### config.mk
export PLATFORM = sky130hd
export DESIGN_NAME = uart_rx
export DESIGN_NICKNAME = d
export VERILOG_FILES = /design/src/rtl/uart_rx.sv
export SDC_FILE = /design/constraint.sdc
export NUM_CORES = 1
export LEC_CHECK = 0
export CAP_MARGIN = 25
export CORE_ASPECT_RATIO = 2
export CORE_MARGIN = 5
export CORE_UTILIZATION = 30
export DETAILED_ROUTE_END_ITERATION = 6
export PLACE_DENSITY = 0.52
export SLEW_MARGIN = 20
export SYNTH_ARGS = -nofsm -noshare
export SYNTH_HDL_FRONTEND = slang
export SYNTH_SLANG_ARGS = --single-unit
### constraint.sdc
create_clock -name baud_clk -period 3.8 [get_ports baud_clk]
set_clock_uncertainty 0.15 [all_clocks]
set_input_delay 0.38 -clock baud_clk [delete_from_list [all_inputs] [get_ports baud_clk]]
set_output_delay 0.38 -clock baud_clk [all_outputs]
set_load 0.03 [all_outputs]
### src/rtl/uart_rx.sv
// 8N1 UART receiver: oversampled start-bit qualification, LSB-first data, stop-bit check.
// Byte (valid) or framing error (frame_err) is pulsed one cycle after the stop-bit sample.
module uart_rx #(
  parameter int OVERSAMPLE = 16
) (
  input  logic       baud_clk,
  input  logic       rst,
  input  logic       rx_en,
  input  logic       rxd,
  output logic [7:0] dout,
  output logic       valid,
  output logic       frame_err,
  output logic       busy
);

  localparam int HALF  = OVERSAMPLE / 2;
  localparam int CNT_W = $clog2(OVERSAMPLE);
  localparam logic [CNT_W-1:0] HALF_LAST = CNT_W'(HALF - 1);
  localparam logic [CNT_W-1:0] BIT_LAST  = CNT_W'(OVERSAMPLE - 1);

  typedef enum logic [2:0] {IDLE, START, DATA, STOP, BRK} state_t;

  state_t           state, state_nxt;
  logic [CNT_W-1:0] cnt, cnt_nxt;
  logic [2:0]       idx, idx_nxt;
  logic [7:0]       shreg, shreg_nxt;
  logic [7:0]       dout_nxt;
  logic             valid_nxt, ferr_nxt;
  logic             sync1, rx_s;

  // Two-flop synchroniser; resets to the idle-high line level.
  always_ff @(posedge baud_clk or posedge rst) begin
    if (rst) begin
      sync1 <= 1'b1;
      rx_s  <= 1'b1;
    end else begin
      sync1 <= rxd;
      rx_s  <= sync1;
    end
  end

  always_ff @(posedge baud_clk or posedge rst) begin
    if (rst) begin
      state     <= IDLE;
      cnt       <= '0;
      idx       <= '0;
      shreg     <= '0;
      dout      <= '0;
      valid     <= 1'b0;
      frame_err <= 1'b0;
    end else begin
      state     <= state_nxt;
      cnt       <= cnt_nxt;
      idx       <= idx_nxt;
      shreg     <= shreg_nxt;
      dout      <= dout_nxt;
      valid     <= valid_nxt;
      frame_err <= ferr_nxt;
    end
  end

  always_comb begin
    state_nxt = state;
    cnt_nxt   = cnt;
    idx_nxt   = idx;
    shreg_nxt = shreg;
    dout_nxt  = dout;
    valid_nxt = 1'b0;
    ferr_nxt  = 1'b0;
    if (state != IDLE && !rx_en) begin
      state_nxt = IDLE;
    end else begin
      case (state)
        IDLE: begin
          if (rx_en && !rx_s) begin
            state_nxt = START;
            cnt_nxt   = '0;
          end
        end
        START: begin
          if (cnt == HALF_LAST) begin
            if (!rx_s) begin
              state_nxt = DATA;
              cnt_nxt   = '0;
              idx_nxt   = '0;
            end else begin
              state_nxt = IDLE;
            end
          end else begin
            cnt_nxt = cnt + 1'b1;
          end
        end
        DATA: begin
          if (cnt == BIT_LAST) begin
            shreg_nxt = {rx_s, shreg[7:1]};
            cnt_nxt   = '0;
            if (idx == 3'd7) state_nxt = STOP;
            else             idx_nxt   = idx + 3'd1;
          end else begin
            cnt_nxt = cnt + 1'b1;
          end
        end
        STOP: begin
          if (cnt == BIT_LAST) begin
            cnt_nxt = '0;
            if (rx_s) begin
              dout_nxt  = shreg;
              valid_nxt = 1'b1;
              state_nxt = IDLE;
            end else begin
              ferr_nxt  = 1'b1;
              state_nxt = BRK;
            end
          end else begin
            cnt_nxt = cnt + 1'b1;
          end
        end
        // Line held low after a bad stop bit: wait for it to return high before re-arming.
        BRK: begin
          if (rx_s) state_nxt = IDLE;
        end
        default: state_nxt = IDLE;
      endcase
    end
  end

  assign busy = (state != IDLE);

endmodule

# Word-level counts from Yosys, hierarchy flattened
# Cells that the tools add are included.
dict set report word_totals {
  regBits 30
  in_bits 4
  elab_cells 73
}
dict set report op_classes {
  add_sub_neg 2
  eq_ne 19
  muxes 28
  bitwise 1
  reduce_logical 14
}
# cell count
set op_table {}
lappend op_table {{$mux W3} 12}
lappend op_table {{$ne A3 B3 Y1 const B} 7}
lappend op_table {{$mux W4} 4}
lappend op_table {{$pmux W3 S5} 1}
lappend op_table {{$pmux W4 S3} 1}
lappend op_table {{$reduce_and A6 Y1} 2}
lappend op_table {{$ne A2 B2 Y1 const B} 5}
lappend op_table {{$mux W1} 8}
lappend op_table {{$reduce_and A4 Y1} 2}
lappend op_table {{$eq A3 B2 Y1 const B} 2}
lappend op_table {{$eq A3 B3 Y1 const B} 2}
lappend op_table {{$pmux W3 S2} 1}
lappend op_table {{$reduce_bool A3 Y1} 2}
lappend op_table {{$add A4 B1 Y4 const B} 1}
lappend op_table {{$eq A4 B3 Y1 const B} 1}
lappend op_table {{$eq A4 B4 Y1 const B} 1}
lappend op_table {{$add A3 B1 Y3 const B} 1}
lappend op_table {{$eq A3 B1 Y1 const B} 1}
lappend op_table {{$logic_not A3 Y1} 1}
lappend op_table {{$reduce_and A3 Y1} 1}
lappend op_table {{$logic_and A1 B1 Y1} 2}
lappend op_table {{$logic_not A1 Y1} 2}
lappend op_table {{$mux W2} 1}
lappend op_table {{$reduce_bool A2 Y1} 1}
lappend op_table {{other kinds (2)} 2}

# Longest topological paths before layout
dict set report depth {
  depth_word 5
  ltp_mapped 6
  ltp_nobuf 6
}

# Worst setup path before layout
# No wires, ideal clock.
dict set report synth_path {
  path_kind {register to register}
  from {reg idx[0]}
  to {reg idx[0]}
  setup_ps 125
  arrival_time_ps 1637
  required_ps 3525
  path_slack_ps 1888
  path_stages_with_launch 7
  path_buffers 0
  period_less_slack_ps 1912
  cell_sequence {dfrtp_1 ha_1 ha_1 or2b_1 o22ai_1 and3_1 mux2_2}
}
dict set report synth_via {
  elab_chain_cells 4
  word_cells_on_any_way 7
  classes_between {1 x add/sub; 2 x eq/ne; 3 x mux; 1 x reduce/logical}
}
# element line
set synth_lines {}
lappend synth_lines {{start, declared} 25} ;# logic [2:0] idx, idx_nxt;
lappend synth_lines {{start signal, assigned} 54} ;# idx <= idx_nxt;
lappend synth_lines {{$add A3 B1 Y3} 98} ;# else idx_nxt = idx + 3'd1;
lappend synth_lines {{$mux W3} 97} ;# if (idx == 3'd7) state_nxt = STOP;
lappend synth_lines {{$mux W3} 94} ;# if (cnt == BIT_LAST) begin
lappend synth_lines {{$pmux W3 S2} 73} ;# case (state)
# Several ways; a longest one is shown, not always the timed one. The select of a mux whose other input is x is not followed.
# A chain may end at the register's enable or synchronous reset.

# Worst setup path in the final report
dict set report layout_path {
  from {reg state[0]}
  to {out busy}
}
dict set report layout_via {
  elab_chain_cells 1
}
# element line
set layout_lines {}
lappend layout_lines {{start, declared} 23} ;# state_t state, state_nxt;
lappend layout_lines {{start signal, assigned} 52} ;# state <= state_nxt;
lappend layout_lines {{$reduce_bool A3 Y1} 127} ;# assign busy = (state != IDLE);
lappend layout_lines {{end, declared} 13} ;# output logic busy
# Every way passes these cells.

==> results.md <==
- Status: finished clean
- Initial antenna violation count: 0
- Total GRT Usage: 9.59%
- Fmax: 419 MHz
- Ranking of synthesized cells by area: dfrtp_1, mux2_2, dfstp_2, nor2_8, ha_1
- Post-CTS setup buffer count: 0
- CTS max path bufs: 2
- Routed Antenna Nets: 0
- DP Wirelength: approximately 1800 um
- P_sw: 0.142 mW
- Lkg Pwr: around 0.80 nW
- Routed wire length: roughly 2500 um
- PortBufs: 14
- First-pass DRT Iterations: 4
- Number of diodes: 0
- Worst Setup Slack, final: 1410 ps
- Ports: 15
- Die height: 106 um
- Core box area: 0.00455 sq mm
- Cell Int Power: 0.491 mW
- Post-synthesis instance total: 108
- Non-filler cells, final: about 180
- Grt met2 use: 15.8%
- Commonest cells in the netlist: dfrtp_1, mux2_2, nor2_1
- # rows: 35
- Power density over the cells: 379 mW/mm^2
- Synth Flop Type: dfrtp_1
- VDD IR max: 0.380 mV
- Via count: slightly below 900
- CP Capture Type: output port
- Total nets after synthesis: 115
- Post-synth top area cell: dfrtp_1
- H-tree levels: 2
- RSZ-0062 raised after global routing: false
- Yosys reg bits: 30
- Synthesis-to-layout area growth: 19.4%
- Vias in the first global route: 987
- Avg Synthesized Cell Area: 12.9 sq um
- Slew margin rel.: 58.5%
- First-pass GRT wire length: 4530 um
- Routed len/inst: roughly 14 um
- Tcrit/Tclk final: between 60% and 70%
- Final hold violations: 0
- Top-count cell post-synth: dfrtp_1
- First DRT Iteration DRCs: 17
- Routability cong.: 0.743
- Distinct cells, synth: 34
- Inst Count DP: approximately 170
- Worst-skew pair later-pin latency: ~270 ps
- Final setup fails: 0
- Cell Area, Synth: 0.00140 sq mm
- Post-synth EDFFs: 0
- Post-synth ARST share: 100%
- Routing usage on met1: 10.0%
- Clock transition at path regs: 60 ps
- Setup TNS Final: 0 ps
- Pre-CTS setup slack: 1680 ps
- Die area: 0.00620 sq mm
- TritonCTS buffer count: 5
- Sequential share of the synthesized area: a little over half
- Detail-routed via count per cell: 4.94
- Largest net degree at the start of global routing: 31
- Syn. warnings: 0
- Setup CP Type: flip-flop to output port
- Grt met3 use: around 3.4%
- Worst Tran Pin Value: 622 ps
- CTS root buf: clkbuf_8
- Starting Density: 30.7%
- Layout Nets: between 100 and 150
- Critical Path AT: 1860 ps
- Final Power: 0.633 mW
- Period minus WS final: approximately 2400 ps
- Hold Crit Class: flip-flop to flip-flop
- CP max FO: 15
- Die Width: 58.2 um
- Grt total ovfl: 0
- Post-synth top area share: 50.2%
- Startpoint types: flip-flop
- Residual DRC count: 0
- CTS tree: yes
- Fraction of layout cells with a size suffix above 1: 25.4%
- Max Cap Viol: 0
- CTS Hold Bufs: 0
- Clock power frac: a little over 40%
- Flop pwr share: 53.4%
- Worst EP required: ~3300 ps
- PostCTS Resize Cnt: 0
- Most Used Layer, Global Route: met2
- Share of total power in combinational logic: ~6%
- Sw Share: 22.5%
- Max-slew violations: 0
- Clock sink total: 30
sequential cells by signal (all words and copies together), names as in the netlist:
signal / cells
cnt: 4
dout: 8
frame_err: 1
idx: 3
rx_s: 1
shreg: 8
state: 3
sync1: 1
valid: 1
worst paths after layout:
path	slack, ps	from	depth (start not counted)	to
worst max register to register	1770	idx[0]$_DFFE_PP0P_	6	idx[0]$_DFFE_PP0P_
max in group asynchronous	2740	rst	2	dout[7]$_DFFE_PP0P_
worst min register to register	210	sync1$_DFF_PP1_	0	rx_s$_DFF_PP1_
worst max-delay path	1410	state[0]$_DFFE_PP0P_	2	busy
min in group asynchronous	350	rst	2	shreg[3]$_DFFE_PP0P_
worst min-delay path	210	sync1$_DFF_PP1_	0	rx_s$_DFF_PP1_
cells by family after synthesis:
family / count (synthesis) / share of synthesized area (%)
adder cells (fa/ha/maj): 3 / 2.69
buffers and inverters: 8 / 3.14
flip-flops: 30 / 53.9
multiplexers: 21 / 16.7
AND/OR/NAND/NOR: 30 / 15.0
XOR/XNOR: 3 / 1.88
AO/OA/AOI/OAI: 13 / 6.72
per-stage QoR:
stage / util [%] / hold slack (ps) / cell area, sq um
global placement: 34.6 / 196 / 1580
detailed placement: 34.6 / 199 / 1580
floorplan: - / 195 / 1400
global route: 36.6 / 208 / 1670
finish: 36.6 / 207 / 1670
CTS: 36.6 / 208 / 1670
placed cells by master, fill, tap and decap left out, types with 2 or more instances in the layout:
cell,n
dfstp_2,2
dfrtp_1,28
a22o_1,2
o21ai_0,3
nand2b_1,2
and2_1,3
nor2b_1,3
clkbuf_8,6
xnor2_1,2
nor2_8,2
mux2_2,18
clkdlybuf4s50_1,14
o221ai_1,2
and3_1,2
nand2_1,5
nor2_1,6
mux2i_1,3
ha_1,3
inv_1,3
worst max-delay path, cell delays in order (launching register included):
cell and delay, ps:
dfrtp_1 600, or3_1 390, clkdlybuf4s50_1 590
power by group through the flow:
stage,combinational (mW),sequential (mW),clock [mW]
CTS,0.0394,0.338,0.267
global placement,0.0372,0.343,0
detailed placement,0.0389,0.344,0
finish,0.0382,0.338,0.256
floorplan,0.0318,0.338,0
global route,0.0439,0.339,0.280
area by class of cell:
class	instances	area (sq um)
multi-input combinational	70	599
clock inverter	1	5.00
clock buffer	7	86.3
inverter	4	15.0
fill	453	2890
timing repair buffer	14	140
sequential	30	753
tap	55	68.8
routing by layer:
layer / share of wire [%] / routed length (um) / vias to the layer above
met5: 0 / 0 / -
met4: 4.1 / 102 / 0
met3: 5.8 / 147 / 9
met2: 50 / 1270 / 29
met1: 40 / 996 / 445
li1: - / - / 412
Note: power is estimated with default switching activity, not from simulation.
